[src/rtl/hazard_ctrl_pkg.sv]
// hazard_ctrl_pkg
// Shared definitions for the pipeline hazard sequencer:
//   - sequencer state encodings (INIT, RUN, MEM_WAIT, ERROR)
//   - REG_ZERO, the hard-wired zero register that never creates a hazard
//   - default performance-counter width
//   - pipe_ctrl_t, the bundle of pipeline enables/flushes, plus the fixed
//     control patterns the sequencer selects between
package hazard_ctrl_pkg;

    localparam logic [1:0] ST_INIT     = 2'd0;
    localparam logic [1:0] ST_RUN      = 2'd1;
    localparam logic [1:0] ST_MEM_WAIT = 2'd2;
    localparam logic [1:0] ST_ERROR    = 2'd3;

    localparam logic [4:0] REG_ZERO = 5'd0;

    localparam int CNT_W_DEFAULT = 16;

    typedef struct packed {
        logic pc_write;
        logic ifid_write;
        logic ifid_flush;
        logic idex_write;
        logic idex_flush;
        logic exmem_write;
        logic memwb_flush;
    } pipe_ctrl_t;

    // Whole pipeline held and every register loaded with a bubble.
    localparam pipe_ctrl_t CTRL_BUBBLE = '{
        pc_write: 1'b0, ifid_write: 1'b0, ifid_flush: 1'b1, idex_write: 1'b0,
        idex_flush: 1'b1, exmem_write: 1'b0, memwb_flush: 1'b1};

    // Data-memory wait: everything upstream of MEM holds, MEM/WB gets a bubble.
    localparam pipe_ctrl_t CTRL_FREEZE = '{
        pc_write: 1'b0, ifid_write: 1'b0, ifid_flush: 1'b0, idex_write: 1'b0,
        idex_flush: 1'b0, exmem_write: 1'b0, memwb_flush: 1'b1};

    // Normal flow, every stage advances.
    localparam pipe_ctrl_t CTRL_FLOW = '{
        pc_write: 1'b1, ifid_write: 1'b1, ifid_flush: 1'b0, idex_write: 1'b1,
        idex_flush: 1'b0, exmem_write: 1'b1, memwb_flush: 1'b0};

    // Taken branch in EX: squash both younger instructions in IF/ID and ID/EX.
    localparam pipe_ctrl_t CTRL_BRANCH = '{
        pc_write: 1'b1, ifid_write: 1'b1, ifid_flush: 1'b1, idex_write: 1'b1,
        idex_flush: 1'b1, exmem_write: 1'b1, memwb_flush: 1'b0};

    // Load-use: hold PC and IF/ID, insert one bubble into ID/EX.
    localparam pipe_ctrl_t CTRL_LOAD_USE = '{
        pc_write: 1'b0, ifid_write: 1'b0, ifid_flush: 1'b0, idex_write: 1'b1,
        idex_flush: 1'b1, exmem_write: 1'b1, memwb_flush: 1'b0};

    // Jump in ID: only the instruction fetched behind it is squashed.
    localparam pipe_ctrl_t CTRL_JUMP = '{
        pc_write: 1'b1, ifid_write: 1'b1, ifid_flush: 1'b1, idex_write: 1'b1,
        idex_flush: 1'b0, exmem_write: 1'b1, memwb_flush: 1'b0};

endpackage

[src/rtl/hazard_ctrl_sat_counter.sv]
// sat_counter
// Saturating up-counter used for the hazard performance counters.
// Ports:
//   clk   - system clock
//   rst   - synchronous active-high clear
//   inc   - count one event this cycle
//   count - current value, sticks at all-ones instead of wrapping
module sat_counter
    import hazard_ctrl_pkg::*;
#(
    parameter int W = CNT_W_DEFAULT
) (
    input  logic         clk,
    input  logic         rst,
    input  logic         inc,
    output logic [W-1:0] count
);

    // Increment only while below the all-ones ceiling so long runs of
    // stalls never roll the statistic back to a small number.
    always_ff @(posedge clk) begin
        if (rst) begin
            count <= '0;
        end else if (inc && (count != '1)) begin
            count <= count + W'(1);
        end
    end

endmodule

[src/rtl/hazard_ctrl.sv]
// hazard_ctrl
// Pipeline sequencer for the 5-stage MIPS datapath. Turns decoded hazard
// information into PC / pipeline-register write enables and bubble controls.
// Ports:
//   clk, rst                 - clock, synchronous active-high reset
//   id_rs, id_rt, id_uses_rt - source registers of the instruction in ID
//   id_jump                  - ID instruction is J/JAL/JR
//   ex_memRead, ex_rt        - EX instruction is a load and its destination
//   ex_branch_taken          - EX branch resolved taken
//   mem_req, mem_ready       - MEM-stage data access and its completion
//   pc_write .. memwb_flush  - pipeline enables / bubble controls (Mealy)
//   mem_timeout              - sticky flag: data memory never answered
//   stall_cnt, flush_cnt     - saturating stall-cycle and squash counters
module hazard_ctrl
    import hazard_ctrl_pkg::*;
#(
    parameter int INIT_CYCLES = 4,
    parameter int MAX_WAIT    = 15,
    parameter int CNT_W       = CNT_W_DEFAULT
) (
    input  logic             clk,
    input  logic             rst,
    input  logic [4:0]       id_rs,
    input  logic [4:0]       id_rt,
    input  logic             id_uses_rt,
    input  logic             id_jump,
    input  logic             ex_memRead,
    input  logic [4:0]       ex_rt,
    input  logic             ex_branch_taken,
    input  logic             mem_req,
    input  logic             mem_ready,
    output logic             pc_write,
    output logic             ifid_write,
    output logic             ifid_flush,
    output logic             idex_write,
    output logic             idex_flush,
    output logic             exmem_write,
    output logic             memwb_flush,
    output logic             mem_timeout,
    output logic [CNT_W-1:0] stall_cnt,
    output logic [CNT_W-1:0] flush_cnt
);

    localparam int INIT_W = $clog2(INIT_CYCLES + 1);
    localparam int WAIT_W = $clog2(MAX_WAIT + 1);
    localparam logic [INIT_W-1:0] INIT_LAST  = INIT_W'(INIT_CYCLES - 1);
    localparam logic [WAIT_W-1:0] WAIT_LIMIT = WAIT_W'(MAX_WAIT);

    logic [1:0]        state;
    logic [1:0]        state_nxt;
    logic [INIT_W-1:0] init_cnt;
    logic [INIT_W-1:0] init_nxt;
    logic [WAIT_W-1:0] wait_cnt;
    logic [WAIT_W-1:0] wait_nxt;
    logic [WAIT_W-1:0] wait_inc;
    logic              freeze;
    logic              load_use;
    logic              stall_inc;
    logic              flush_inc;
    logic              timeout_set;
    pipe_ctrl_t        ctrl;

    assign freeze   = mem_req & ~mem_ready;
    assign wait_inc = wait_cnt + WAIT_W'(1);

    // A load in EX feeding a source of the ID instruction. Register 0 is
    // excluded because it reads as zero regardless of what is written.
    assign load_use = ex_memRead && (ex_rt != REG_ZERO) &&
                      ((ex_rt == id_rs) || (id_uses_rt && (ex_rt == id_rt)));

    // Next-state and Mealy output decode. A memory freeze dominates every
    // other hazard: the EX/ID instructions stay put and are re-evaluated on
    // the cycle the freeze drops. Reset forces the all-bubble pattern no
    // matter which state the sequencer happens to be in.
    always_comb begin
        ctrl        = CTRL_BUBBLE;
        state_nxt   = state;
        init_nxt    = init_cnt;
        wait_nxt    = wait_cnt;
        stall_inc   = 1'b0;
        flush_inc   = 1'b0;
        timeout_set = 1'b0;

        case (state)
            ST_INIT: begin
                if (init_cnt == INIT_LAST) begin
                    state_nxt = ST_RUN;
                end else begin
                    init_nxt = init_cnt + INIT_W'(1);
                end
            end

            ST_RUN, ST_MEM_WAIT: begin
                if (freeze) begin
                    ctrl      = CTRL_FREEZE;
                    stall_inc = 1'b1;
                    wait_nxt  = (state == ST_RUN) ? WAIT_W'(1) : wait_inc;
                    if (wait_nxt >= WAIT_LIMIT) begin
                        state_nxt   = ST_ERROR;
                        timeout_set = 1'b1;
                    end else begin
                        state_nxt = ST_MEM_WAIT;
                    end
                end else begin
                    state_nxt = ST_RUN;
                    wait_nxt  = '0;
                    if (ex_branch_taken) begin
                        ctrl      = CTRL_BRANCH;
                        flush_inc = 1'b1;
                    end else if (load_use) begin
                        ctrl      = CTRL_LOAD_USE;
                        stall_inc = 1'b1;
                    end else if (id_jump) begin
                        ctrl      = CTRL_JUMP;
                        flush_inc = 1'b1;
                    end else begin
                        ctrl = CTRL_FLOW;
                    end
                end
            end

            ST_ERROR: begin
                ctrl = CTRL_BUBBLE;
            end

            default: begin
                state_nxt = ST_ERROR;
            end
        endcase

        if (rst) begin
            ctrl      = CTRL_BUBBLE;
            stall_inc = 1'b0;
            flush_inc = 1'b0;
        end
    end

    // Sequencer registers. mem_timeout is sticky: once set it stays set
    // until the next reset, as does the ERROR state.
    always_ff @(posedge clk) begin
        if (rst) begin
            state       <= ST_INIT;
            init_cnt    <= '0;
            wait_cnt    <= '0;
            mem_timeout <= 1'b0;
        end else begin
            state    <= state_nxt;
            init_cnt <= init_nxt;
            wait_cnt <= wait_nxt;
            if (timeout_set) begin
                mem_timeout <= 1'b1;
            end
        end
    end

    sat_counter #(.W(CNT_W)) u_stall_cnt (
        .clk   (clk),
        .rst   (rst),
        .inc   (stall_inc),
        .count (stall_cnt)
    );

    sat_counter #(.W(CNT_W)) u_flush_cnt (
        .clk   (clk),
        .rst   (rst),
        .inc   (flush_inc),
        .count (flush_cnt)
    );

    assign pc_write    = ctrl.pc_write;
    assign ifid_write  = ctrl.ifid_write;
    assign ifid_flush  = ctrl.ifid_flush;
    assign idex_write  = ctrl.idex_write;
    assign idex_flush  = ctrl.idex_flush;
    assign exmem_write = ctrl.exmem_write;
    assign memwb_flush = ctrl.memwb_flush;

endmodule

[config.mk]
export PLATFORM = sky130hd
export DESIGN_NAME = hazard_ctrl
export DESIGN_NICKNAME = d
export VERILOG_FILES = /design/src/rtl/hazard_ctrl_pkg.sv /design/src/rtl/hazard_ctrl_sat_counter.sv /design/src/rtl/hazard_ctrl.sv
export SDC_FILE = /design/constraint.sdc
export NUM_CORES = 1
export LEC_CHECK = 0
export ABC_CLOCK_PERIOD_IN_PS = 3000
export BUFFER_PORTS_ARGS = -buffer_cell sky130_fd_sc_hd__buf_2
export CAP_MARGIN = 40
export CELL_PAD_IN_SITES_DETAIL_PLACEMENT = 0
export CELL_PAD_IN_SITES_GLOBAL_PLACEMENT = 1
export CORE_MARGIN = 1.5
export CORE_UTILIZATION = 40
export CTS_BUF_LIST = sky130_fd_sc_hd__clkbuf_8
export DETAILED_ROUTE_END_ITERATION = 10
export MAX_ROUTING_LAYER = met4
export PLACE_DENSITY_LB_ADDON = 0.1
export SYNTH_ARGS = -nofsm -noshare
export SYNTH_HDL_FRONTEND = slang
export SYNTH_SLANG_ARGS = --single-unit
[constraint.sdc]
create_clock -name clk -period 3 [get_ports clk]
set_clock_uncertainty 0.2 [all_clocks]
set_input_delay 0.15 -clock clk [delete_from_list [all_inputs] [get_ports clk]]
set_output_delay 0.15 -clock clk [all_outputs]
set_load 0.02 [all_outputs]
==> results of run 1 <==
==> layer usage <==
metal / part of all wire / wire (µm)
met5: 0 / 0
met4: 0.0061 / 31
met3: 0.032 / 162
met2: 0.48 / 2461
met1: 0.48 / 2451
==> cell type report <==
cell class                      instances  area (µm²)
Fill cell                             593        2781
Sequential cell                        42       840.8
Clock buffer                            5       68.82
Inverter                               10       37.54
Tap cell                               72       90.09
Timing Repair Buffer                   67       347.8
Multi-Input combinational cell        212        1400
Clock inverter                          3       41.29
==> cell usage in the layout, fill, tap and decap left out, types with 6 or more instances in the layout <==
master   instances
or3_1            7
ha_1             7
buf_2           62
xnor2_1         15
nand3_1         13
nor2_1          32
inv_1           10
o21ai_0          9
a21oi_1         17
xor2_1          11
nand2_1         26
nor3_2           6
dfxtp_1         42
==> power groups by stage <==
| stage | Clock (mW) | Combinational (mW) | Sequential, mW |
|---|---|---|---|
| 4_1_cts | 0.464 | 0.312 | 0.600 |
| 6_report | 0.452 | 0.308 | 0.600 |
| 5_1_grt | 0.483 | 0.346 | 0.603 |
| 3_3_place_gp | 0 | 0.308 | 0.612 |
| 3_5_place_dp | 0 | 0.310 | 0.614 |
| 2_1_floorplan | 0 | 0.240 | 0.614 |
==> logic make-up after synthesis <==
logic type / Yosys count / share of synthesized area
compound gates: 50 / 0.1452
flops: 42 / 0.3561
buf+inv: 24 / 0.05087
xor+xnor: 26 / 0.09645
mux: 3 / 0.01272
simple gates: 126 / 0.3015
fa+ha+maj: 7 / 0.03709
==> worst max-delay path, delay by kind of cell (launching register included) <==
kind,cells,cell delay (ns)
AND/OR/NAND/NOR,3,0.92
AO/OA/AOI/OAI,3,0.63
flip-flops,1,0.34
adder cells (fa/ha/maj),1,0.28
buffers and inverters,2,0.17
==> worst paths after layout <==
check	startpoint	endpoint	slack [ns]	cells past startpoint
max reg2reg	state[0]	u_flush_cnt.count[5]	0.40	9
max	state[0]	u_flush_cnt.count[5]	0.40	9
min	mem_ready	wait_cnt[0]	0.02	4
min reg2reg	wait_cnt[1]	wait_cnt[1]	0.29	2
==> state kept, by name (all words and copies together) (netlist names) <==
signal,count
u_stall_cnt.count,16
wait_cnt,4
state,2
u_flush_cnt.count,16
mem_timeout,1
init_cnt,3
==> metrics by stage <==
stage,area (µm²),utilization,power [mW],cells
finish,2826,0.5040,1.360,411
global route,2826,0.5040,1.432,411
CTS,2826,0.5040,1.376,411
detailed placement,2716,0.4844,0.9231,403
global placement,2716,0.4844,0.9203,403
floorplan,2361,-,0.8539,278
==> metrics.cfg, run 1 <==
[route]
drt_pre_antenna_iters=4
via_count=2073
routed_wl_um=5107
routedWlPerCell_um=12.43
drt_iter0_drc=91
ant_nets=0
via_per_inst=5.044
drcViolationCount=0

[cts]
ctsHoldBuffers=0
numCtsBuffers=5
postCtsSetupBuffers=0
cts_tree=built
htree_levels=2
clock-sinks=42
clk-insertion-delay-late_ns=0.30
path_clk_slew_ns=0.09
cts_resized=0
root_buffer=clkbuf_8
max-clock-path-buffers=2

[final_layout]
diodes=0
nets=368
layout-drive-gt1-share=0.2714
synthToLayoutAreaGrowth_pct=19.71

[placed_design]
dp_slack_ns=0.4081
globalplace.congestion=0.7889
hpwl_um=3672
port_buffers=62

[setup_path]
cp.required_ns=3.04
start_kind=flip-flop
cpMostUsedCell=inv_1
crit_path_max_incr_delay_ns=0.55
crit_type=flip-flop to flip-flop
cp.arrival_ns=2.64
critPathMaxFanout=25
worstPathCellList=inv_1 > ha_1 > nor2b_1 > nand2_1 > inv_1 > o31ai_1 > a21o_1 > or4_1 > a21oi_1
crit_slowest_cell=or4_1
end_kind=flip-flop

[timing]
timing.final.crit_share=0.8679
whs_ns=0.01930
slew_violations=0
setup_ws_ns=0.3963
fmax_mhz=384.1
rsz0062_at_grt=no
period_minus_slack_ns=2.604
setup_tns_ns=0
hold_violations=0
setup_viol=0
tightest_slew_ns=0.6676
relSlewSlack=0.5549

[synthesis]
synth_cell_types=51
ys_ff_latch=42
yosysTopAreaCellShare=0.3561
syn_inst=278
dominantRegCellSynth=dfxtp_1
synth.avg_cell_area_um2=8.493
synth_fp_nets=308
synth.area.top_cells=dfxtp_1 36%, xnor2_1 5.6%, nor2_1 5.1%
syn_area_um2=2361
seq_area_frac_synth=0.3561
async_reset_ff_frac=0
synth_edf_count=0
yosysTopAreaCell=dfxtp_1
yosys.cell_count.top_type=dfxtp_1
yosysWarnings=0
yosys-top-cells-count=42 x dfxtp_1, 32 x nor2_1, 26 x nand2_1, 17 x a21oi_1, 15 x xnor2_1

[die]
num_rows=27
die_h_um=79.83
num_io_pins=63
fp.dieArea_um2=6372
start_util=0.4210
die_w_um=79.83
core_um2=5608

[power]
seq_power_share=0.441
p_comb_frac=0.226
p_int_mw=0.9537
p_switching_mw=0.4067
power_density_nw_per_um2=481.3
switching_share=0.2990
leakage_nw=1.113
p_clk_frac=0.332
ir_drop_v=0.0001975

[grt]
grt-busiest-layer=met2
antenna_found_initial=0
grt_use_met1=0.2126
grt_pass1_wl_um=8818
grt_use_total=0.1784
overflow=0
first_global_vias=2027
gr-usage-met3=0.03771
grtUsageMet2=0.3059
grt_max_degree=37

[run]
drv_cap=0

[hold_path]
min_path_type=input port to flip-flop

[run_status]
status=finished clean

Note: power is estimated with default switching activity, not from simulation.
==> run 2: changes to the inputs <==
--- a/config.mk
+++ b/config.mk
@@ -5,13 +5,12 @@
 export SDC_FILE = /design/constraint.sdc
 export NUM_CORES = 1
 export LEC_CHECK = 0
-export ABC_CLOCK_PERIOD_IN_PS = 3000
+export ABC_CLOCK_PERIOD_IN_PS = 3200
 export BUFFER_PORTS_ARGS = -buffer_cell sky130_fd_sc_hd__buf_2
 export CAP_MARGIN = 40
 export CELL_PAD_IN_SITES_DETAIL_PLACEMENT = 0
 export CELL_PAD_IN_SITES_GLOBAL_PLACEMENT = 1
-export CORE_MARGIN = 1.5
-export CORE_UTILIZATION = 40
+export CORE_UTILIZATION = 43
 export CTS_BUF_LIST = sky130_fd_sc_hd__clkbuf_8
 export DETAILED_ROUTE_END_ITERATION = 10
 export MAX_ROUTING_LAYER = met4
==> constraint.sdc (replaced) <==
create_clock -name clk -period 3.2 [get_ports clk]
set_clock_uncertainty 0.2 [all_clocks]
set_input_delay 0.16 -clock clk [delete_from_list [all_inputs] [get_ports clk]]
set_output_delay 0.16 -clock clk [all_outputs]
set_load 0.02 [all_outputs]
==> metrics.cfg, run 2 (synthesized netlist as in run 1, its figures left out) <==
[run_status]
status=finished clean

[final_layout]
synthToLayoutAreaGrowth_pct=18.81
layout-drive-gt1-share=0.2641  ; -0.007291
diodes=0  ; unchanged
final_common_cell=buf_2
nets=366  ; -0.54%
final_cell_mix=62 x buf_2, 42 x dfxtp_1, 32 x nor2_1
reg_top3=u_flush_cnt.count x16, u_stall_cnt.count x16, wait_cnt x4
final_area_um2=2805  ; -0.75%

[route]
via_per_inst=5.066  ; +0.45%
drt_pre_antenna_iters=4  ; unchanged
via_count=2062  ; -0.53%
ant_nets=0  ; unchanged
drcViolationCount=0  ; unchanged
drt_iter0_drc=63  ; -31%
routed_wl_um=5025  ; -1.6%
routedWlPerCell_um=12.35  ; -0.64%

[timing]
slew_violations=0  ; unchanged
hold_violations=0  ; unchanged
setup_viol=0  ; unchanged
rsz0062_at_grt=no
timing.final.crit_share=0.8834  ; +0.01548
tightest_slew_ns=0.6746  ; +0.006984 ns
relSlewSlack=0.5503  ; -0.004656
setup_tns_ns=0  ; unchanged
period_minus_slack_ns=2.827  ; +0.2231 ns
fmax_mhz=353.8  ; -7.9%

[cts]
postCtsSetupBuffers=0  ; unchanged
root_buffer=clkbuf_8
path_clk_slew_ns=0.08  ; about the same
cts_resized=0  ; unchanged
htree_levels=2  ; unchanged
max-clock-path-buffers=2  ; unchanged
cts_tree=built
numCtsBuffers=5  ; unchanged
ctsHoldBuffers=0  ; unchanged
clk-insertion-delay-late_ns=0.30  ; about the same
clock-sinks=42  ; unchanged

[power]
power_density_nw_per_um2=447.0  ; -7.1%
ir_drop_v=0.0002200  ; +11%
leakage_nw=1.107  ; -0.50%

[grt]
grt_max_degree=37  ; unchanged
first_global_vias=1962  ; -3.2%
antenna_found_initial=0  ; unchanged
overflow=0  ; unchanged
grt_use_total=0.1923  ; +0.01392
grt_pass1_wl_um=8721  ; -1.1%

[die]
fp.dieArea_um2=5791  ; -9.1%
die_h_um=76.10  ; -4.7%
num_io_pins=63  ; unchanged
start_util=0.4536  ; +0.03259
num_rows=26  ; -3.7%
core_um2=5205  ; -7.2%
die_w_um=76.10  ; -4.7%

[setup_path]
critPathMaxFanout=25  ; unchanged
cp.required_ns=3.22  ; +0.18 ns
crit_type=flip-flop to flip-flop
cp.arrival_ns=2.85  ; +0.21 ns
end_kind=flip-flop
start_kind=flip-flop

[placed_design]
globalplace.congestion=0.7686  ; -2.6%
port_buffers=62  ; unchanged
hpwl_um=3568  ; -2.8%
placed_area_um2=2699  ; -0.64%

[hold_path]
min_path_type=input port to flip-flop

[run]
drv_cap=0  ; unchanged

-- run 2: changes by cell type in the layout (fill, tap and decap cells not counted), sizes merged --
| cell | previous run | this run |
|---|---|---|
| buf | 67 | 65 |
| inv | 10 | 11 |
| clkinvlp | 1 | 0 |
-- run 2: path summary, 6_finish.rpt --
kind / from / to / slack (ns) / depth (start not counted)
setup / recovery: state[0] / u_flush_cnt.count[5] / 0.37 / 9
hold / removal: mem_ready / wait_cnt[0] / 0.03 / 4
setup reg to reg: state[0] / u_flush_cnt.count[5] / 0.37 / 9
hold reg to reg: mem_timeout / mem_timeout / 0.29 / 1
-- run 2: through the flow --
step	std cells	total power [mW]	hold slack (ns)	worst slack, ns	utilization
after CTS	407	1.272	0.01619	0.3714	0.5389
after floorplan	278	0.8005	0.1988	0.7057	-
final	407	1.254	0.03370	0.3731	0.5389
after detailed placement	399	0.8572	0.2783	0.3962	0.5185
after global routing	407	1.332	0.05809	0.07546	0.5389
after global placement	399	0.8532	0.2700	0.4789	0.5185
-- run 2: layout make-up --
type                            instances  area [µm²]
Fill cell                             514        2400
Tap cell                               70       87.58
Inverter                               10       37.54
Multi-Input combinational cell        212        1400
Clock inverter                          3       37.54
Timing Repair Buffer                   65       332.8
Clock buffer                            5       68.82
Sequential cell                        42       840.8
-- run 2: report_power, final --
part / switching, mW / internal, mW
sequential: 0.0155 / 0.547
clock: 0.184 / 0.227
combinational: 0.168 / 0.112
total: 0.368 / 0.886
-- run 2: metal layers --
layer  vias to the layer above  GRT usage  share of wire
li1                       1090          -              -
met1                       936     0.2294           0.50
met2                        34     0.3118           0.46
met3                         2    0.05629          0.035
met4                         0    0.06154         0.0068
met5                         -          -              0
-- run 2: critical path, cell delays in order (launching register included) --
cell and delay (ns):
dfxtp_1 0.34, inv_1 0.06, ha_1 0.45, nor2b_1 0.29, nand2_1 0.13, inv_1 0.10
o31ai_1 0.08, a21o_1 0.40, or4_1 0.55, a21oi_1 0.15
